--- config.mk ---
export PLATFORM = sky130hd
export DESIGN_NAME = change_capture_flat
export DESIGN_NICKNAME = d
export VERILOG_FILES = /design/src/rtl/change_capture_if.sv /design/src/rtl/change_capture.sv /design/src/flat_wrapper.sv
export SDC_FILE = /design/constraint.sdc
export NUM_CORES = 1
export LEC_CHECK = 0
export BUFFER_PORTS_ARGS = -buffer_cell sky130_fd_sc_hd__buf_4
export CAP_MARGIN = 10
export CORE_ASPECT_RATIO = 1.25
export CORE_MARGIN = 3
export CORE_UTILIZATION = 40
export DETAILED_ROUTE_END_ITERATION = 16
export PLACE_DENSITY_LB_ADDON = 0.15
export SYNTH_ARGS = -nofsm -noshare
export SYNTH_HDL_FRONTEND = slang
export SYNTH_SLANG_ARGS = --single-unit
export TNS_END_PERCENT = 5
--- constraint.sdc ---
create_clock -name clk -period 16.5 [get_ports clk]
set_input_delay 0 -clock clk [delete_from_list [all_inputs] [get_ports clk]]
set_output_delay 0 -clock clk [all_outputs]
set_load 0.005 [all_outputs]
--- src/rtl/change_capture_if.sv ---
// Consumer-side port of change_capture: FWFT head record, valid/ready handshake, occupancy.
interface change_capture_if #(
    parameter int unsigned W     = 8,
    parameter int unsigned TSW   = 16,
    parameter int unsigned DEPTH = 8
);
    localparam int unsigned CW = $clog2(DEPTH) + 1;

    logic           out_valid;
    logic           out_ready;
    logic [W-1:0]   out_data;
    logic [TSW-1:0] out_ts;
    logic           out_ovf;
    logic [CW-1:0]  count;

    modport master (
        output out_valid, out_data, out_ts, out_ovf, count,
        input  out_ready
    );

    modport slave (
        input  out_valid, out_data, out_ts, out_ovf, count,
        output out_ready
    );
endinterface

--- src/rtl/change_capture.sv ---
// Probe change detector: timestamps each value change and queues {value, ts, ovf}
// records in a first-word-fall-through FIFO drained over valid/ready.
module change_capture #(
    parameter int unsigned W     = 8,
    parameter int unsigned TSW   = 16,
    parameter int unsigned DEPTH = 8
) (
    input  logic                 clk,
    input  logic                 rst,
    input  logic                 en,
    input  logic [W-1:0]         probe,
    change_capture_if.master     rd
);
    localparam int unsigned AW = $clog2(DEPTH);
    localparam int unsigned CW = AW + 1;
    localparam int unsigned RW = W + TSW + 1;

    localparam logic [0:0] DISARMED = 1'b0;
    localparam logic [0:0] ARMED    = 1'b1;

    logic [0:0]     state_q, state_d;
    logic [W-1:0]   prev_q;
    logic [TSW-1:0] ts_q;
    logic           ovf_pend_q;
    logic [RW-1:0]  mem_q [DEPTH];
    logic [AW-1:0]  wr_ptr_q, rd_ptr_q;
    logic [CW-1:0]  count_q, count_d;
    logic           valid_q;

    logic change_c, pop_c, full_c, push_c, drop_c;

    // Arming FSM: the first enabled edge only takes a baseline, no event.
    always_comb begin
        state_d  = state_q;
        change_c = 1'b0;
        case (state_q)
            DISARMED: if (en) state_d = ARMED;
            ARMED: begin
                if (!en) state_d = DISARMED;
                else     change_c = (probe != prev_q);
            end
            default: state_d = DISARMED;
        endcase
    end

    always_ff @(posedge clk or posedge rst) begin
        if (rst) state_q <= DISARMED;
        else     state_q <= state_d;
    end

    // A full FIFO still accepts a push when the head leaves in the same cycle.
    always_comb begin
        pop_c   = valid_q && rd.out_ready;
        full_c  = (count_q == CW'(DEPTH));
        push_c  = change_c && (!full_c || pop_c);
        drop_c  = change_c && full_c && !pop_c;
        count_d = count_q;
        if (push_c && !pop_c)      count_d = count_q + CW'(1);
        else if (pop_c && !push_c) count_d = count_q - CW'(1);
    end

    always_ff @(posedge clk or posedge rst) begin
        if (rst) begin
            prev_q     <= '0;
            ts_q       <= '0;
            ovf_pend_q <= 1'b0;
            wr_ptr_q   <= '0;
            rd_ptr_q   <= '0;
            count_q    <= '0;
            valid_q    <= 1'b0;
        end else begin
            ts_q    <= ts_q + TSW'(1);
            count_q <= count_d;
            valid_q <= (count_d != '0);
            if (en) prev_q <= probe;
            if (push_c)      ovf_pend_q <= 1'b0;
            else if (drop_c) ovf_pend_q <= 1'b1;
            if (push_c) wr_ptr_q <= wr_ptr_q + AW'(1);
            if (pop_c)  rd_ptr_q <= rd_ptr_q + AW'(1);
        end
    end

    // Record storage is cleared on reset so the head fields are never X.
    always_ff @(posedge clk or posedge rst) begin
        if (rst) begin
            for (int i = 0; i < int'(DEPTH); i++) mem_q[i] <= '0;
        end else if (push_c) begin
            mem_q[wr_ptr_q] <= {probe, ts_q, ovf_pend_q};
        end
    end

    assign rd.out_valid = valid_q;
    assign rd.count     = count_q;
    assign {rd.out_data, rd.out_ts, rd.out_ovf} = mem_q[rd_ptr_q];
endmodule

--- src/flat_wrapper.sv ---
// flat-port wrapper written by rule: the top's interface ports become plain ports
module change_capture_flat 
#(
    parameter int unsigned W     = 8,
    parameter int unsigned TSW   = 16,
    parameter int unsigned DEPTH = 8
)
  (clk, rst, en, probe, rd_out_valid, rd_out_data, rd_out_ts, rd_out_ovf, rd_count, rd_out_ready);
  change_capture_if #(.W(W), .TSW(TSW), .DEPTH(DEPTH)) rd_i ();
  input  logic clk;
  input  logic rst;
  input  logic en;
  input  logic [W-1:0] probe;
  output wire logic [$bits(rd_i.out_valid)-1:0] rd_out_valid;
  output wire logic [$bits(rd_i.out_data)-1:0] rd_out_data;
  output wire logic [$bits(rd_i.out_ts)-1:0] rd_out_ts;
  output wire logic [$bits(rd_i.out_ovf)-1:0] rd_out_ovf;
  output wire logic [$bits(rd_i.count)-1:0] rd_count;
  input wire logic [$bits(rd_i.out_ready)-1:0] rd_out_ready;
  assign rd_out_valid = rd_i.out_valid;
  assign rd_out_data = rd_i.out_data;
  assign rd_out_ts = rd_i.out_ts;
  assign rd_out_ovf = rd_i.out_ovf;
  assign rd_count = rd_i.count;
  assign rd_i.out_ready = rd_out_ready;
  change_capture #(.W(W), .TSW(TSW), .DEPTH(DEPTH)) u_core (.clk(clk), .rst(rst), .en(en), .probe(probe), .rd(rd_i));
endmodule
==> results.toml, run 1 <==
[grt]
overflow = 0
gr-usage-all-layers_pct = 15.8
grt_pass1_vias = 6554
grt_first_pass_wirelength_mm = 37.2
grt_max_degree = 109
antenna_found_initial = 0

[synth]
ys_warn_count = 0
synth_seq_cells = 237
synthCells = 686
ys_seq_area_share_pct = 54.2
synth_edf_count = 0
synth_area_mm2 = 0.0109
synth_cell_types = 38
ys.flop_type = "dfrtp_1"
syn-num-nets = 703
avgSynthCellArea_um2 = 15.9
synthArstFlopShare_pct = 100

[sta]
timing.final.crit_share_pct = 18.3
drv_slew = 0
hold_viol_final = 0
finalSetupTns_ns = 0
rsz0062_at_grt = "no"
setup_slack_ns = 13.48
setup_viol = 0
period_needed_ns = 3.02
whs_ns = 0.199
fmax_mhz = 331
fin_skew_ns = 0.00636
tightest_slew_ns = 0.949
slew_headroom_pct = 36.3

[power_and_ir_drop]
ir_drop_mv = 0.0635
leakage_nw = 5.57
p_per_area_mw_per_mm2 = 162

[cts]
cts_made_buffers = 24
clock-root-buffer = "clkbuf_16"
clk_pin_slew_ns = 0.06
cts_tree = "built"
post_cts_resized = 0
cts.path.max_buffers = 3
htreeDepth = 1
clock_latency_ns = 0.51
clkSinkCount = 237

[critical_path]
ff2ff_path_depth = 8
rrSetupSlack_ns = 13.48
crit_fanout = 16
critPathMaxStageDelay_ns = 0.73
crit_arrival_ns = 3.41
worstPathRequired_ns = 16.90
crit_path_top_delay_cell = "nor4_4"
r2r-start = "u_core.rd.count[1]$_DFF_PP0_"
rr_endpoint = "u_core.mem_q[188]$_DFFE_PP0P_"
crit_type = "flip-flop to flip-flop"
worstSetupStartpointType = "flip-flop"
cpLargestDelayFamily = "simple AND/OR/NAND/NOR gates"
cp_cell_sequence = "inv_1 > ha_1 > nand2_1 > or3_1 > nand2_8 > nor4_4 > buf_4 > mux2_2"
crit_buf_inv = 2
end_kind = "flip-flop"

[route]
detail-route-antenna-nets = 0
remaining_drc_errors = 0
wl_mm = 22.6
route.detailed.vias_per_inst = 5.40
drtIter0Drc = 209
num_vias = 5764
wl_per_cell_um = 21.2
dr.pass1.iters = 4

[place]
io_buffers = 41
dpl_worst_slack_ns = 13.46
post-dp-hpwl_mm = 13.3
place.gp.congestion = 0.706
place_area_mm2 = 0.0114

[final_layout]
layout_commonest_cell = "dfrtp_1"
final_cell_area_mm2 = 0.0123
drive_gt1_share_pct = 51.0
area_growth_pct = 12.2
num_antenna_cells = 0
layout_common_cells = "dfrtp_1, mux2_2, mux4_2"
fillers = 2302
nNetsFinal = 727
fin_util_pct = 45.6

[floorplanning]
core_mm2 = 0.0269
num_rows = 67
die_area_mm2 = 0.0294
dieHeight_um = 191
pin_count = 42
initial_utilization_pct = 40.6
die_w_um = 154

[run]
drv_cap = 0

[hold_path]
hp-class = "primary input to async pin"

[outcome]
status = "completed"
## cell families after synthesis
logic type | Yosys count | synth area share (%)
buffers and inverters | 66 | 3.30
muxes | 285 | 35.2
xor gates and xnor gates | 28 | 2.24
adders and majority gates | 5 | 0.572
DFF | 237 | 54.2
and+or+nand+nor | 56 | 3.89
AOI/OAI and AO/OA | 9 | 0.606
## metrics by stage
| step | cells | power, mW |
|---|---|---|
| detailed placement | 1018 | 1.49 |
| global placement | 1018 | 1.46 |
| CTS | 1068 | 2.02 |
| floorplan | 686 | 1.28 |
| finish | 1068 | 1.99 |
| global route | 1068 | 2.10 |
## how the worst max path moves through the flow
stage                                    from                       endpoint  slack [ns]  depth (start not counted)
6_report         u_core.rd.count[1]$_DFF_PP0_  u_core.mem_q[188]$_DFFE_PP0P_       13.48                          8
2_1_floorplan                             rst    u_core.mem_q[0]$_DFFE_PP0P_        10.0                          1
5_1_grt        u_core.rd_ptr_q[0]$_DFFE_PP0P_                  rd_out_ts[11]       13.31                          4
3_3_place_gp     u_core.rd.count[1]$_DFF_PP0_  u_core.mem_q[182]$_DFFE_PP0P_       13.55                          8
3_5_place_dp     u_core.rd.count[1]$_DFF_PP0_  u_core.mem_q[129]$_DFFE_PP0P_       13.46                          8
4_1_cts        u_core.rd_ptr_q[0]$_DFFE_PP0P_                 rd_out_data[6]       13.40                          4
## worst min-delay path, delay by kind of cell
| family | cells | cell delay (ns) |
|---|---|---|
| buffers and inverters | 3 | 1.20 |
## metal layers
metal	vias to the layer above	global-route usage (%)	wire length [µm]	share of wire, %
met4	0	3.43	346	1.5
li1	2545	-	-	-
met1	3131	20.8	9820	43
met2	64	28.2	11900	53
met5	-	0	0	0
met3	24	1.91	513	2.3
## synth_stat cells, drive strengths merged, types with 3 or more instances
| library cell | count | share of area [%] |
|---|---|---|
| buf | 37 | 2.3 |
| xnor2 | 24 | 1.9 |
| and2 | 3 | 0.17 |
| clkbuf | 25 | 0.86 |
| nand4 | 9 | 0.65 |
| nor2 | 4 | 0.14 |
| nand2 | 19 | 0.80 |
| xor2 | 4 | 0.32 |
| and3 | 4 | 0.23 |
| dfrtp | 237 | 54 |
| inv | 4 | 0.14 |
| mux4 | 50 | 10 |
| ha | 5 | 0.57 |
| o21ai | 3 | 0.14 |
| nand3 | 7 | 0.43 |
| mux2 | 233 | 25 |
## cell type report
| type | instances | area, µm² | area share (%) |
|---|---|---|---|
| inverter | 4 | 22.5 | 0.184 |
| multi-input combinational | 383 | 4640 | 37.9 |
| clock inverter | 5 | 61.3 | 0.500 |
| tap | 345 | 432 | 3.52 |
| sequential | 237 | 5940 | 48.4 |
| clock buffer | 34 | 688 | 5.61 |
| timing repair buffer | 60 | 478 | 3.90 |
## registers in the layout, indices dropped and copies added, names as in the netlist
name                 count
u_core.mem_q           200
u_core.ts_q             16
u_core.prev_q            8
u_core.rd.count          4
u_core.rd_ptr_q          3
u_core.wr_ptr_q          3
u_core.ovf_pend_q        1
u_core.rd.out_valid      1
u_core.state_q           1
## repair_timing
action                                 in CTS  in global routing
hold buffers                               11                  0
setup buffers                               0                  0
endpoints found under the hold margin     183                  0
## power by group
part	internal, mW	total [mW]	switching, mW
Clock	0.304	0.520	0.216
Sequential	0.733	0.886	0.153
Combinational	0.374	0.579	0.205
Total	1.41	1.99	0.574
(Power assumes the default switching activity.)
==> inputs of run 2 (changes only) <==
==> constraint.sdc (replaced) <==
create_clock -name clk -period 2.9 [get_ports clk]
set_input_delay 0 -clock clk [delete_from_list [all_inputs] [get_ports clk]]
set_output_delay 0 -clock clk [all_outputs]
set_load 0.005 [all_outputs]
==> results.toml, run 2 (synthesis results as in run 1) <==
[final_layout]
drive_gt1_share_pct = 52.2
top_regs = "u_core.mem_q: 200 flops, u_core.ts_q: 16 flops, u_core.prev_q: 8 flops"
layout_common_cells = "dfrtp_1, mux2_2, buf_4"
area_growth_pct = 14.6
fillers = 2330
top_register = "u_core.mem_q"
final_cell_area_mm2 = 0.0125
num_antenna_cells = 0
layout_commonest_cell = "dfrtp_1"
nNetsFinal = 742
largest_register_ffs = 200

[place]
post-dp-hpwl_mm = 14.2
place_area_mm2 = 0.0116
place.gp.congestion = 0.720
io_buffers = 41
dpl_worst_slack_ns = 0.287

[route]
route.detailed.vias_per_inst = 5.40
remaining_drc_errors = 0
wl_mm = 23.0
wl_per_cell_um = 21.2
dr.pass1.iters = 5
drtIter0Drc = 284
detail-route-antenna-nets = 0
num_vias = 5860

[power_and_ir_drop]
p_per_area_mw_per_mm2 = 934
combinationalPowerShare_pct = 30.4
leakage_nw = 5.71
p_total_mw = 11.7
p_int_mw = 8.36
p_sw_share_pct = 28.6
ir_drop_mv = 0.530
power.share.clock_pct = 27.8
p_switching_mw = 3.34
sequentialPowerShare_pct = 41.7

[critical_path]
crit_arrival_ns = 2.99
end_kind = "flip-flop"
crit_type = "flip-flop to flip-flop"
rrSetupSlack_ns = 0.31
crit_fanout = 25
worstSetupStartpointType = "flip-flop"
worstPathRequired_ns = 3.29
ff2ff_path_depth = 7

[sta]
period_needed_ns = 2.59
fin_skew_ns = 0.0107
timing.final.crit_share_pct = 89.5
rsz0062_at_grt = "no"
setup_viol = 0
finalSetupTns_ns = 0
fmax_mhz = 385
slew_headroom_pct = 38.6
hold_viol_final = 0
tightest_slew_ns = 0.920
drv_slew = 0
setup_slack_ns = 0.306

[cts]
cts_made_buffers = 26
clock-root-buffer = "clkbuf_16"
clock_latency_ns = 0.52
htreeDepth = 1
cts_tree = "built"
cts_setup_buffers = 0
clkSinkCount = 237
cts.path.max_buffers = 3
clk_pin_slew_ns = 0.06

[floorplanning]
core_mm2 = 0.0269
dieHeight_um = 191
pin_count = 42
initial_utilization_pct = 40.6
die_area_mm2 = 0.0294
num_rows = 67
die_w_um = 154

[run]
drv_cap = 0

[grt]
gr-usage-all-layers_pct = 16.0
antenna_found_initial = 0
grt_max_degree = 85
overflow = 0
grt_pass1_vias = 6502
grt_first_pass_wirelength_mm = 37.4

[outcome]
status = "completed"

[hold_path]
hp-class = "primary input to async pin"
[run 2: layout make-up]
| type | instances | area (µm²) | share of cell area [%] |
|---|---|---|---|
| clock inverter | 8 | 90.1 | 0.719 |
| sequential | 237 | 5940 | 47.4 |
| multi-input combinational | 383 | 4640 | 37.1 |
| inverter | 4 | 18.8 | 0.150 |
| tap | 345 | 432 | 3.44 |
| timing repair buffer | 73 | 663 | 5.29 |
| clock buffer | 36 | 749 | 5.98 |
[run 2: metal layers]
metal,up-vias,wire length [µm],global-route usage [%]
met5,-,0,0
met1,3168,10200,21.4
met3,35,588,1.98
met2,76,11800,28.1
met4,0,413,3.53
li1,2581,-,-
[run 2: worst max-delay path, cell delays in order, from the launching register on]
cell and delay, ns:
dfrtp_1 0.42, inv_1 0.10, ha_1 0.23, nand2_1 0.09, or3_1 0.12, and2_1 0.40, nand4b_4 0.59, mux2_2 0.49
[run 2: power by group through the flow]
stage	sequential [mW]	combinational [mW]	clock, mW
final	4.88	3.56	3.25
after global routing	5.01	3.86	3.49
after CTS	4.90	3.66	3.36
after detailed placement	4.95	3.62	0
after global placement	4.89	3.56	0
after floorplan	4.52	2.78	0
[run 2: per-stage QoR]
stage | hold WS, ns | std cells | util (%)
final | 0.242 | 1086 | 46.6
after detailed placement | 0.236 | 1031 | 43.0
after floorplan | 0.0314 | 686 | -
after global placement | 0.223 | 1031 | 43.0
after CTS | 0.241 | 1086 | 46.6
after global routing | 0.279 | 1086 | 46.6
[run 2: final timing paths]
path	from	to
min	rst	u_core.mem_q[192]$_DFFE_PP0P_
max in group asynchronous	rst	u_core.rd_ptr_q[0]$_DFFE_PP0P_
min reg2reg	u_core.mem_q[143]$_DFFE_PP0P_	u_core.mem_q[143]$_DFFE_PP0P_
min in group clk	en	u_core.state_q$_DFF_PP0_
max reg2reg	u_core.rd.count[0]$_DFF_PP0_	u_core.mem_q[58]$_DFFE_PP0P_
max	u_core.rd.count[0]$_DFF_PP0_	u_core.mem_q[58]$_DFFE_PP0P_
[run 2: what timing repair did]
action,in CTS,in global routing
endpoints found under the setup margin,0,0
gates resized for setup,0,0
hold endpoints to repair,110,0
hold buffers,11,0
